<file path="config.mk">
export PLATFORM = sky130hd
export DESIGN_NAME = uart_rx_frame_ctrl
export DESIGN_NICKNAME = d
export VERILOG_FILES = /design/src/rtl/uart_rx_frame_ctrl.sv
export SDC_FILE = /design/constraint.sdc
export NUM_CORES = 1
export LEC_CHECK = 0
export BUFFER_PORTS_ARGS = -buffer_cell sky130_fd_sc_hd__buf_4
export CORE_MARGIN = 2
export CORE_UTILIZATION = 60
export CTS_CLUSTER_SIZE = 10
export DETAILED_ROUTE_END_ITERATION = 7
export PLACE_DENSITY = 0.79
export RECOVER_POWER = 100
export SLEW_MARGIN = 20
export SYNTH_ARGS = -nofsm -noshare
export SYNTH_HDL_FRONTEND = slang
export SYNTH_SLANG_ARGS = --single-unit
export TNS_END_PERCENT = 1
</file>
<file path="constraint.sdc">
create_clock -name clk_input -period 9.6 [get_ports clk_input]
set_input_delay 2.88 -clock clk_input [delete_from_list [all_inputs] [get_ports clk_input]]
set_output_delay 2.88 -clock clk_input [all_outputs]
set_load 0.02 [all_outputs]
</file>
<file path="src/rtl/uart_rx_frame_ctrl.sv">
// uart_rx_frame_ctrl
//   Frame-level controller behind the UART receiver. Owns the receiver's baud
//   divider, assembles received bytes into SOF/LEN/CMD/payload/CHK frames,
//   streams validated data payloads downstream over valid/ready and applies
//   validated baud-command frames to the divider.
//
// Ports
//   clk_input, rst_input : clock (rising edge) and asynchronous active-high reset
//   rx_data, rx_complete : received byte and its active-low one-cycle strobe
//   baud_rate            : divider fed to the receiver
//   pl_data/pl_valid/pl_ready/pl_last/pl_cmd : payload stream of a data frame
//   frame_ok, frame_err  : one-cycle status pulses
//   err_code             : 0 checksum, 1 length, 2 timeout, 3 overrun
module uart_rx_frame_ctrl #(
   parameter logic [31:0] DEFAULT_BAUD_DIV = 32'd434,
   parameter int unsigned MAX_PAYLOAD      = 16,
   parameter logic [31:0] TIMEOUT_CYCLES   = 32'd50000,
   parameter logic [7:0]  SOF_BYTE         = 8'hAA
) (
   input  logic        clk_input,
   input  logic        rst_input,
   input  logic [7:0]  rx_data,
   input  logic        rx_complete,
   output logic [31:0] baud_rate,
   output logic [7:0]  pl_data,
   output logic        pl_valid,
   input  logic        pl_ready,
   output logic        pl_last,
   output logic [7:0]  pl_cmd,
   output logic        frame_ok,
   output logic        frame_err,
   output logic [1:0]  err_code
);

   localparam int unsigned IDX_W    = (MAX_PAYLOAD > 1) ? $clog2(MAX_PAYLOAD) : 1;
   localparam int unsigned DEPTH    = 1 << IDX_W;
   localparam logic [7:0]  MAX_LEN  = 8'(MAX_PAYLOAD);
   localparam logic [7:0]  CMD_BAUD = 8'h01;

   typedef enum logic [2:0] {IDLE, GET_LEN, GET_CMD, GET_PL, GET_CHK, DRAIN} state_t;

   state_t             state, state_nx;
   logic               ev;
   logic [7:0]         len, cmd, chk;
   logic [IDX_W-1:0]   idx;
   logic [31:0]        tcnt;
   logic [31:0]        word;
   logic [7:0]         mem [DEPTH];
   logic               in_frame, timed_out, at_last;
   logic               ok_nx, err_nx;
   logic [1:0]         code_nx;

   assign ev        = ~rx_complete;
   assign in_frame  = (state == GET_LEN) || (state == GET_CMD) ||
                      (state == GET_PL)  || (state == GET_CHK);
   // The Nth consecutive idle clock is the one that would bring the count to N.
   assign timed_out = in_frame && !ev && (tcnt == TIMEOUT_CYCLES - 32'd1);
   // idx is the write pointer while receiving and the read pointer while draining.
   assign at_last   = (8'(idx) == len - 8'd1);

   assign pl_valid  = (state == DRAIN);
   assign pl_last   = pl_valid && at_last;
   assign pl_data   = pl_valid ? mem[idx] : '0;

   always_comb begin
      state_nx = state;
      ok_nx    = 1'b0;
      err_nx   = 1'b0;
      code_nx  = err_code;
      case (state)
         IDLE: if (ev && rx_data == SOF_BYTE) state_nx = GET_LEN;
         GET_LEN: if (ev) begin
            if (rx_data == 8'd0 || rx_data > MAX_LEN) begin
               err_nx   = 1'b1;
               code_nx  = 2'd1;
               state_nx = IDLE;
            end else begin
               state_nx = GET_CMD;
            end
         end
         GET_CMD: if (ev) begin
            if (rx_data == CMD_BAUD && len != 8'd4) begin
               err_nx   = 1'b1;
               code_nx  = 2'd1;
               state_nx = IDLE;
            end else begin
               state_nx = GET_PL;
            end
         end
         GET_PL: if (ev && at_last) state_nx = GET_CHK;
         GET_CHK: if (ev) begin
            state_nx = IDLE;
            if (rx_data != chk) begin
               err_nx  = 1'b1;
               code_nx = 2'd0;
            end else begin
               ok_nx = 1'b1;
               if (cmd != CMD_BAUD) state_nx = DRAIN;
            end
         end
         DRAIN: begin
            // Bytes arriving while draining are dropped; the stream is unaffected.
            if (ev) begin
               err_nx  = 1'b1;
               code_nx = 2'd3;
            end
            if (pl_ready && at_last) state_nx = IDLE;
         end
         default: state_nx = IDLE;
      endcase
      if (timed_out) begin
         state_nx = IDLE;
         err_nx   = 1'b1;
         code_nx  = 2'd2;
      end
   end

   always_ff @(posedge clk_input or posedge rst_input) begin
      if (rst_input) state <= IDLE;
      else           state <= state_nx;
   end

   always_ff @(posedge clk_input or posedge rst_input) begin
      if (rst_input) begin
         len       <= '0;
         cmd       <= '0;
         chk       <= '0;
         idx       <= '0;
         tcnt      <= '0;
         word      <= '0;
         baud_rate <= DEFAULT_BAUD_DIV;
         pl_cmd    <= '0;
         frame_ok  <= 1'b0;
         frame_err <= 1'b0;
         err_code  <= '0;
      end else begin
         frame_ok  <= ok_nx;
         frame_err <= err_nx;
         err_code  <= code_nx;
         if (ev || !in_frame || timed_out) tcnt <= '0;
         else                              tcnt <= tcnt + 32'd1;
         case (state)
            GET_LEN: if (ev) begin
               len <= rx_data;
               chk <= rx_data;
            end
            GET_CMD: if (ev) begin
               cmd <= rx_data;
               chk <= chk ^ rx_data;
               idx <= '0;
            end
            GET_PL: if (ev) begin
               chk  <= chk ^ rx_data;
               // Last four payload bytes, big-endian, for the baud command.
               word <= {word[23:0], rx_data};
               idx  <= idx + IDX_W'(1);
            end
            GET_CHK: if (ok_nx) begin
               if (cmd == CMD_BAUD) begin
                  baud_rate <= word;
               end else begin
                  pl_cmd <= cmd;
                  idx    <= '0;
               end
            end
            DRAIN: if (pl_ready) idx <= idx + IDX_W'(1);
            default: ;
         endcase
      end
   end

   // Payload store; contents after reset are irrelevant, so it has no reset.
   always_ff @(posedge clk_input) begin
      if (state == GET_PL && ev) mem[idx] <= rx_data;
   end

endmodule
</file>
==> load_flow_metrics.sql, run 1 <==
INSERT INTO impl_metrics (metric_group, metric, value, unit) VALUES
('worst_setup_path', 'worstReg2RegEnd', 'mem[5][4]', ''),
('worst_setup_path', 'setup.worst_path.start', 'idx[0]', ''),
('yosys', 'post_synth_and_or_nand_nor_area_fraction', '8.93', '%'),
('final_layout', 'num-fill-cells', '1329', ''),
('yosys', 'yosys-mux-area-fraction', '17.8', '%'),
('worst_setup_path', 'cp_data_required_time', '6.72', 'ns'),
('yosys', 'synth_warnings', '0', ''),
('floorplan', 'initial_cell_density_of_the_core', '61.2', '%'),
('floorplan', 'core.rowCount', '50', ''),
('global_route', 'grt_pass1_wl', '37900', 'um'),
('yosys', 'post_synth_inst_count', '740', ''),
('hold_path', 'holdPathStages', '1', ''),
('global_route', 'grt_pass1_vias', '6754', ''),
('route', 'post-route-drc-count', '0', ''),
('yosys', 'synth-seq-area-share', '63.8', '%'),
('worst_setup_path', 'crit_path_max_fanout', '24', ''),
('hold_path', 'holdCritPathClass', 'flop to flop', ''),
('floorplan', 'die_area', '20300', 'um2'),
('job', 'maxCapViolCount', '4', ''),
('global_route', 'gr-total-overflow', '0', ''),
('worst_setup_path', 'timing.critical_path.from_type', 'flop', ''),
('worst_setup_path', 'timing.reg2reg.setup_slack', '4.49', 'ns'),
('yosys', 'synth.most_common_cell', 'dfrtp_1', ''),
('worst_setup_path', 'critical_path_arrival', '4.35', 'ns'),
('yosys', 'syn-cell-area', '11500', 'um2'),
('timing', 'max_slew.worst_pin.slew', '3.63', 'ns'),
('timing', 'timing.final.setup_violations', '0', ''),
('final_layout', 'fin_area', '12600', 'um2'),
('timing', 'finClkSkew', '0.0241', 'ns'),
('power', 'ir_worst_vdd', '0.170', 'mV'),
('outcome', 'violations', 'capacitance limit, slew limit', ''),
('yosys', 'synth-edff-count', '128', ''),
('route', 'drt-total-wl', '23800', 'um'),
('timing', 'max_freq', '138', 'MHz'),
('worst_setup_path', 'setup.worst_path.end_class', 'output pin', ''),
('clocking', 'clk_pin_slew_worst_paths', '0.05', 'ns'),
('clocking', 'post-cts-setup-buffers', '0', ''),
('final_layout', 'drive_above_1_share', '18.0', '%'),
('yosys', 'synth_largest_type_area_fraction', '33.5', '%'),
('clocking', 'clkSinkCount', '267', ''),
('floorplan', 'boundaryPins', '66', ''),
('yosys', 'synth.area.top_cells', 'edfxtp_1 33%, dfrtp_1 29%, mux4_2 7.8%', ''),
('global_route', 'initial_antenna_violation_count', '0', ''),
('timing', 'timing.setup.tns', '0', 'ns'),
('yosys', 'leading_register_cell_type_out_of_synthesis', 'dfrtp_1', ''),
('placement', 'post-dp-hpwl', '14900', 'um'),
('yosys', 'netlist-cell-type-count', '59', ''),
('global_route', 'grt_max_degree', '85', ''),
('outcome', 'run_status', 'finished, violations left', ''),
('worst_setup_path', 'rr_worst_depth', '5', ''),
('clocking', 'clockBufferDepth', '3', ''),
('timing', 'final-max-slew-violation-count', '178', ''),
('final_layout', 'areaGrowthSynthToFinish', '10.0', '%'),
('floorplan', 'coreArea', '18800', 'um2'),
('clocking', 'cts_inserted_buffers', '31', ''),
('clocking', 'tritoncts', 'yes', ''),
('yosys', 'post_synth_fa_ha_maj_area_fraction', '0.763', '%'),
('timing', 'final-hold-violation-count', '0', ''),
('yosys', 'yosys.area_share.xor_xnor', '4.23', '%'),
('yosys', 'mean_area_per_synthesized_cell', '15.5', 'um2'),
('power', 'power-per-cell-area', '235', 'nW/um2'),
('route', 'ant_nets', '0', ''),
('yosys', 'ys_async_sr_fraction', '52.1', '%'),
('clocking', 'clock_tree.root_cell', 'clkbuf_16', ''),
('clocking', 'htreeDepth', '1', ''),
('yosys', 'synth_top_family_by_area', 'multiplexers', ''),
('route', 'drt-wirelength-per-cell', '22.4', 'um'),
('timing', 'fin_crit_sh', '75.3', '%'),
('clocking', 'cts_resized', '0', ''),
('timing', 'period_minus_slack', '7.23', 'ns'),
('power', 'p_leak', '0.00492', 'uW');
[kinds of logic (layout without fill, tap and decap cells)]
family | after synthesis | in the layout
multiplexers | 132 | 132
XOR/XNOR | 52 | 52
buffers and inverters | 52 | 141
flip-flops | 267 | 267
adder cells (fa/ha/maj) | 7 | 7
AO/OA/AOI/OAI | 37 | 37
AND/OR/NAND/NOR | 193 | 193
[stage by stage]
| step | setup slack (ns) | power [uW] |
|---|---|---|
| finish | 2.37 | 2980 |
| global route | 1.96 | 3100 |
| CTS | 3.57 | 3010 |
| detailed placement | 4.01 | 1960 |
| global placement | 4.26 | 1930 |
| floorplan | 3.00 | 1830 |
[registers in the layout (all words and copies together) (netlist names)]
| register | count |
|---|---|
| frame_ok | 1 |
| tcnt | 32 |
| chk | 8 |
| err_code | 2 |
| mem | 128 |
| word | 32 |
| pl_cmd | 8 |
| frame_err | 1 |
| cmd | 8 |
| state | 3 |
| len | 8 |
| baud_rate | 32 |
| idx | 4 |
[layout by cell type (no fill, tap or decap), types with 2 or more instances in the layout]
cell type  netlist  final
a211oi_1         2      2
a21oi_1          7      7
a311oi_1         2      2
a31o_2           2      2
a31oi_1          2      2
a41oi_1          3      3
and2_0           0      8
and2_1          13      5
and3_1           8      8
and4_1           6      6
and4b_1          2      2
buf_4            1     10
clkbuf_1        18     82
clkbuf_16        0     31
dfrtp_1        134    134
dfstp_2          5      4
edfxtp_1       128    128
ha_1             7      7
inv_1           14     13
mux2_1           8     37
mux2_2          51     50
mux2_4          30      2
mux2i_1          3      3
mux4_2          40     40
nand2_1         41     41
nand3_1         15     15
nand4_1         12     12
nor2_1          50     50
nor2b_1          3      3
nor3_1          16     17
nor4_1          10     12
nor4b_1          2      2
o21ai_0          6      8
o21bai_1         2      2
o22ai_1          2      2
or3_1            4      4
xnor2_1         12     12
xor2_1          37     37
xor2_2           2      2
[worst max-delay path, stage by stage (launching register included)]
cell and delay (ns):
dfrtp_1 0.81, clkbuf_1 1.46, mux4_2 0.68, mux4_2 0.50, and2_0 0.18, buf_4 0.16
[per-layer routing]
| layer | up-vias | part of all wire (%) | global-route usage (%) |
|---|---|---|---|
| li1 | 2878 | - | - |
| met1 | 3304 | 41 | 33.6 |
| met4 | 0 | 2.1 | 6.10 |
| met2 | 231 | 50 | 40.9 |
| met3 | 44 | 6.8 | 4.44 |
| met5 | - | 0 | 0 |
[power breakdown]
| group | internal [uW] | leakage (uW) | switching (uW) |
|---|---|---|---|
| combinational | 247 | 0.00148 | 245 |
| clock | 613 | 0.000431 | 438 |
| sequential | 1310 | 0.00301 | 119 |
| total | 2170 | 0.00492 | 802 |
[final cells by class]
| cell class | instances | area (um2) | share of cell area, % |
|---|---|---|---|
| clock buffer | 55 | 876 | 6.93 |
| clock inverter | 2 | 28.8 | 0.228 |
| inverter | 14 | 53.8 | 0.426 |
| multi-input combinational | 421 | 3750 | 29.7 |
| sequential | 267 | 7330 | 58.0 |
| tap | 234 | 293 | 2.32 |
| timing repair buffer | 70 | 304 | 2.41 |
[worst max-delay path by stage]
stage | to | slack (ns) | depth (start not counted)
2_1_floorplan | baud_rate[0] | 3.00 | 1
6_report | pl_data[7] | 2.37 | 5
3_3_place_gp | pl_data[7] | 4.26 | 5
5_1_grt | pl_data[3] | 1.96 | 5
4_1_cts | pl_data[7] | 3.57 | 5
3_5_place_dp | mem[5][0] | 4.01 | 4
(Power assumes the default switching activity.)
==> run 2: changes to the inputs <==
==> constraint.sdc (replaced) <==
create_clock -name clk_input -period 6.9 [get_ports clk_input]
set_input_delay 2.07 -clock clk_input [delete_from_list [all_inputs] [get_ports clk_input]]
set_output_delay 2.07 -clock clk_input [all_outputs]
set_load 0.02 [all_outputs]
==> run 2 against run 1 <==
The run still ends with capacitance limit, slew limit left; non-clock buffer count did not move; total power up 39%; worst setup slack worse by 1.2 ns; sequential power grew 40%; routed wire length rose by 5.4%; critical path depth did not move; worst hold slack hardly changed; clock power is 37% higher; highest routed layer unchanged.
==> load_flow_metrics.sql, run 2 (same netlist as run 1, synthesis figures left out) <==
INSERT INTO impl_metrics (metric_group, metric, value, unit) VALUES
('placement', 'portBuffers', '65', ''),
('worst_setup_path', 'cp_data_required_time', '4.83', 'ns'),
('global_route', 'initial_antenna_violation_count', '0', ''),
('clocking', 'clockBufferDepth', '3', ''),
('hold_path', 'worstHoldStart', 'baud_rate[23]', ''),
('timing', 'max_freq', '174', 'MHz'),
('hold_path', 'holdCritPathClass', 'flop to flop', ''),
('final_layout', 'non_filler_instance_count_after_layout', '1061', ''),
('worst_setup_path', 'rr_startpoint', 'state[2]', ''),
('floorplan', 'boundaryPins', '66', ''),
('route', 'detail_route.iter0.violations', '565', ''),
('route', 'post_drt_via_cell_ratio', '6.26', ''),
('clocking', 'cts_resized', '0', ''),
('timing', 'period_minus_slack', '5.76', 'ns'),
('timing', 'fin_crit_sh', '83.4', '%'),
('floorplan', 'core.rowCount', '50', ''),
('timing', 'rsz0062_at_grt', 'no', ''),
('placement', 'routabilityCongestion', '0.946', ''),
('clocking', 'cts_hold_buf', '0', ''),
('power', 'power-per-cell-area', '327', 'nW/um2'),
('outcome', 'run_status', 'finished, violations left', ''),
('timing', 'final_critical_path_setup_slack', '1.14', 'ns'),
('final_layout', 'max_flop_register', 'mem', ''),
('global_route', 'grt_pass1_wl', '39500', 'um'),
('route', 'number_of_vias_in_the_routed_layout', '6646', ''),
('clocking', 'tritoncts', 'yes', ''),
('global_route', 'grt_pass1_vias', '6967', ''),
('floorplan', 'coreArea', '18800', 'um2'),
('clocking', 'clkSinkCount', '267', ''),
('power', 'p_leak', '0.00491', 'uW'),
('route', 'drt-total-wl', '25100', 'um'),
('worst_setup_path', 'critical_path_arrival', '3.69', 'ns'),
('final_layout', 'areaGrowthSynthToFinish', '9.90', '%'),
('timing', 'final-hold-violation-count', '0', ''),
('timing', 'timing.setup.tns', '0', 'ns'),
('worst_setup_path', 'setup.worst_path.end_class', 'output pin', ''),
('placement', 'post-dp-hpwl', '15200', 'um'),
('worst_setup_path', 'timing.critical_path.from_type', 'flop', ''),
('floorplan', 'initial_cell_density_of_the_core', '61.2', '%'),
('outcome', 'violations', 'capacitance limit, slew limit', ''),
('worst_setup_path', 'setup.worst_path.start', 'idx[0]', ''),
('clocking', 'clock_tree.root_cell', 'clkbuf_16', ''),
('worst_setup_path', 'criticalPathCategory', 'flop to output pin', ''),
('timing', 'finClkSkew', '0.00991', 'ns'),
('route', 'post-route-drc-count', '0', ''),
('final_layout', 'antennaDiodeCount', '0', ''),
('placement', 'setup_slack_at_placement', '2.18', 'ns'),
('final_layout', 'layout.cells.most_common_list', '134 x dfrtp_1, 128 x edfxtp_1, 80 x clkbuf_1', ''),
('clocking', 'clk_pin_slew_worst_paths', '0.06', 'ns'),
('final_layout', 'num-fill-cells', '1305', ''),
('final_layout', 'drive_above_1_share', '18.1', '%'),
('floorplan', 'horizontal_die_dimension', '142', 'um'),
('clocking', 'clk-insertion-delay-late', '0.54', 'ns'),
('job', 'maxCapViolCount', '2', ''),
('timing', 'slew-limit-headroom', '-150', '%'),
('placement', 'placed_cells_incl_taps', '1006', ''),
('final_layout', 'largest_register_ff_count', '128', ''),
('timing', 'max_slew.worst_pin.slew', '3.72', 'ns'),
('timing', 'timing.final.setup_violations', '0', ''),
('clocking', 'htreeDepth', '1', ''),
('route', 'drt-wirelength-per-cell', '23.6', 'um'),
('final_layout', 'final_nets', '823', ''),
('floorplan', 'die_area', '20300', 'um2'),
('global_route', 'total_grt_usage', '25.6', '%'),
('final_layout', 'most_common_library_cell_in_the_layout_ignoring_fill_and_taps', 'dfrtp_1', ''),
('worst_setup_path', 'crit_path_max_fanout', '26', ''),
('power', 'design_power_total', '4130', 'uW'),
('route', 'drtPass1Iterations', '5', ''),
('clocking', 'post-cts-setup-buffers', '0', ''),
('route', 'ant_nets', '0', ''),
('clocking', 'cts_inserted_buffers', '30', ''),
('global_route', 'gr-total-overflow', '0', ''),
('global_route', 'grt_max_degree', '87', ''),
('timing', 'final-max-slew-violation-count', '87', ''),
('floorplan', 'die_h', '142', 'um'),
('power', 'ir_worst_vdd', '0.207', 'mV');
## run 2: report_power, final
group	total [uW]	switching [uW]	internal, uW
clock network	1440	596	843
logic	693	352	341
registers	2000	174	1830
total	4130	1120	3010
## run 2: per-stage QoR
stage,instance area (um2),util [%],hold WS (ns)
after floorplan,11500,-,0.448
after global placement,12100,64.5,0.462
after detailed placement,12100,64.5,0.476
after CTS,13000,69.2,0.493
after global routing,12600,67.2,0.510
final,12600,67.2,0.484
## run 2: critical path, stage by stage (launching register included)
cell	delay, ns
dfrtp_1	0.77
clkbuf_2	0.87
mux4_2	0.63
mux4_2	0.49
and2_0	0.19
buf_4	0.16
## run 2: worst paths after layout
kind	end	slack, ns	cells after the start
setup reg to reg	mem[5][1]	3.14	5
hold / removal	baud_rate[23]	0.48	1
hold reg to reg	baud_rate[23]	0.48	1
min in group asynchronous	pl_cmd[3]	2.65	2
setup / recovery	pl_data[7]	1.14	5
max in group asynchronous	tcnt[16]	2.30	3
## run 2: final cells by class
type                       count  area [um2]  area share [%]
multi-input combinational    421        3760            29.8
timing repair buffer          70         307            2.43
inverter                      14        53.8           0.426
sequential                   267        7330            58.1
clock buffer                  55         876            6.94
tap                          234         293            2.32
## run 2: routing by layer
| layer | routed length [um] | global-route usage (%) |
|---|---|---|
| met4 | 720 | 8.13 |
| met5 | 0 | 0 |
| met2 | 12200 | 42.2 |
| met1 | 10300 | 35.2 |
| met3 | 1910 | 4.91 |
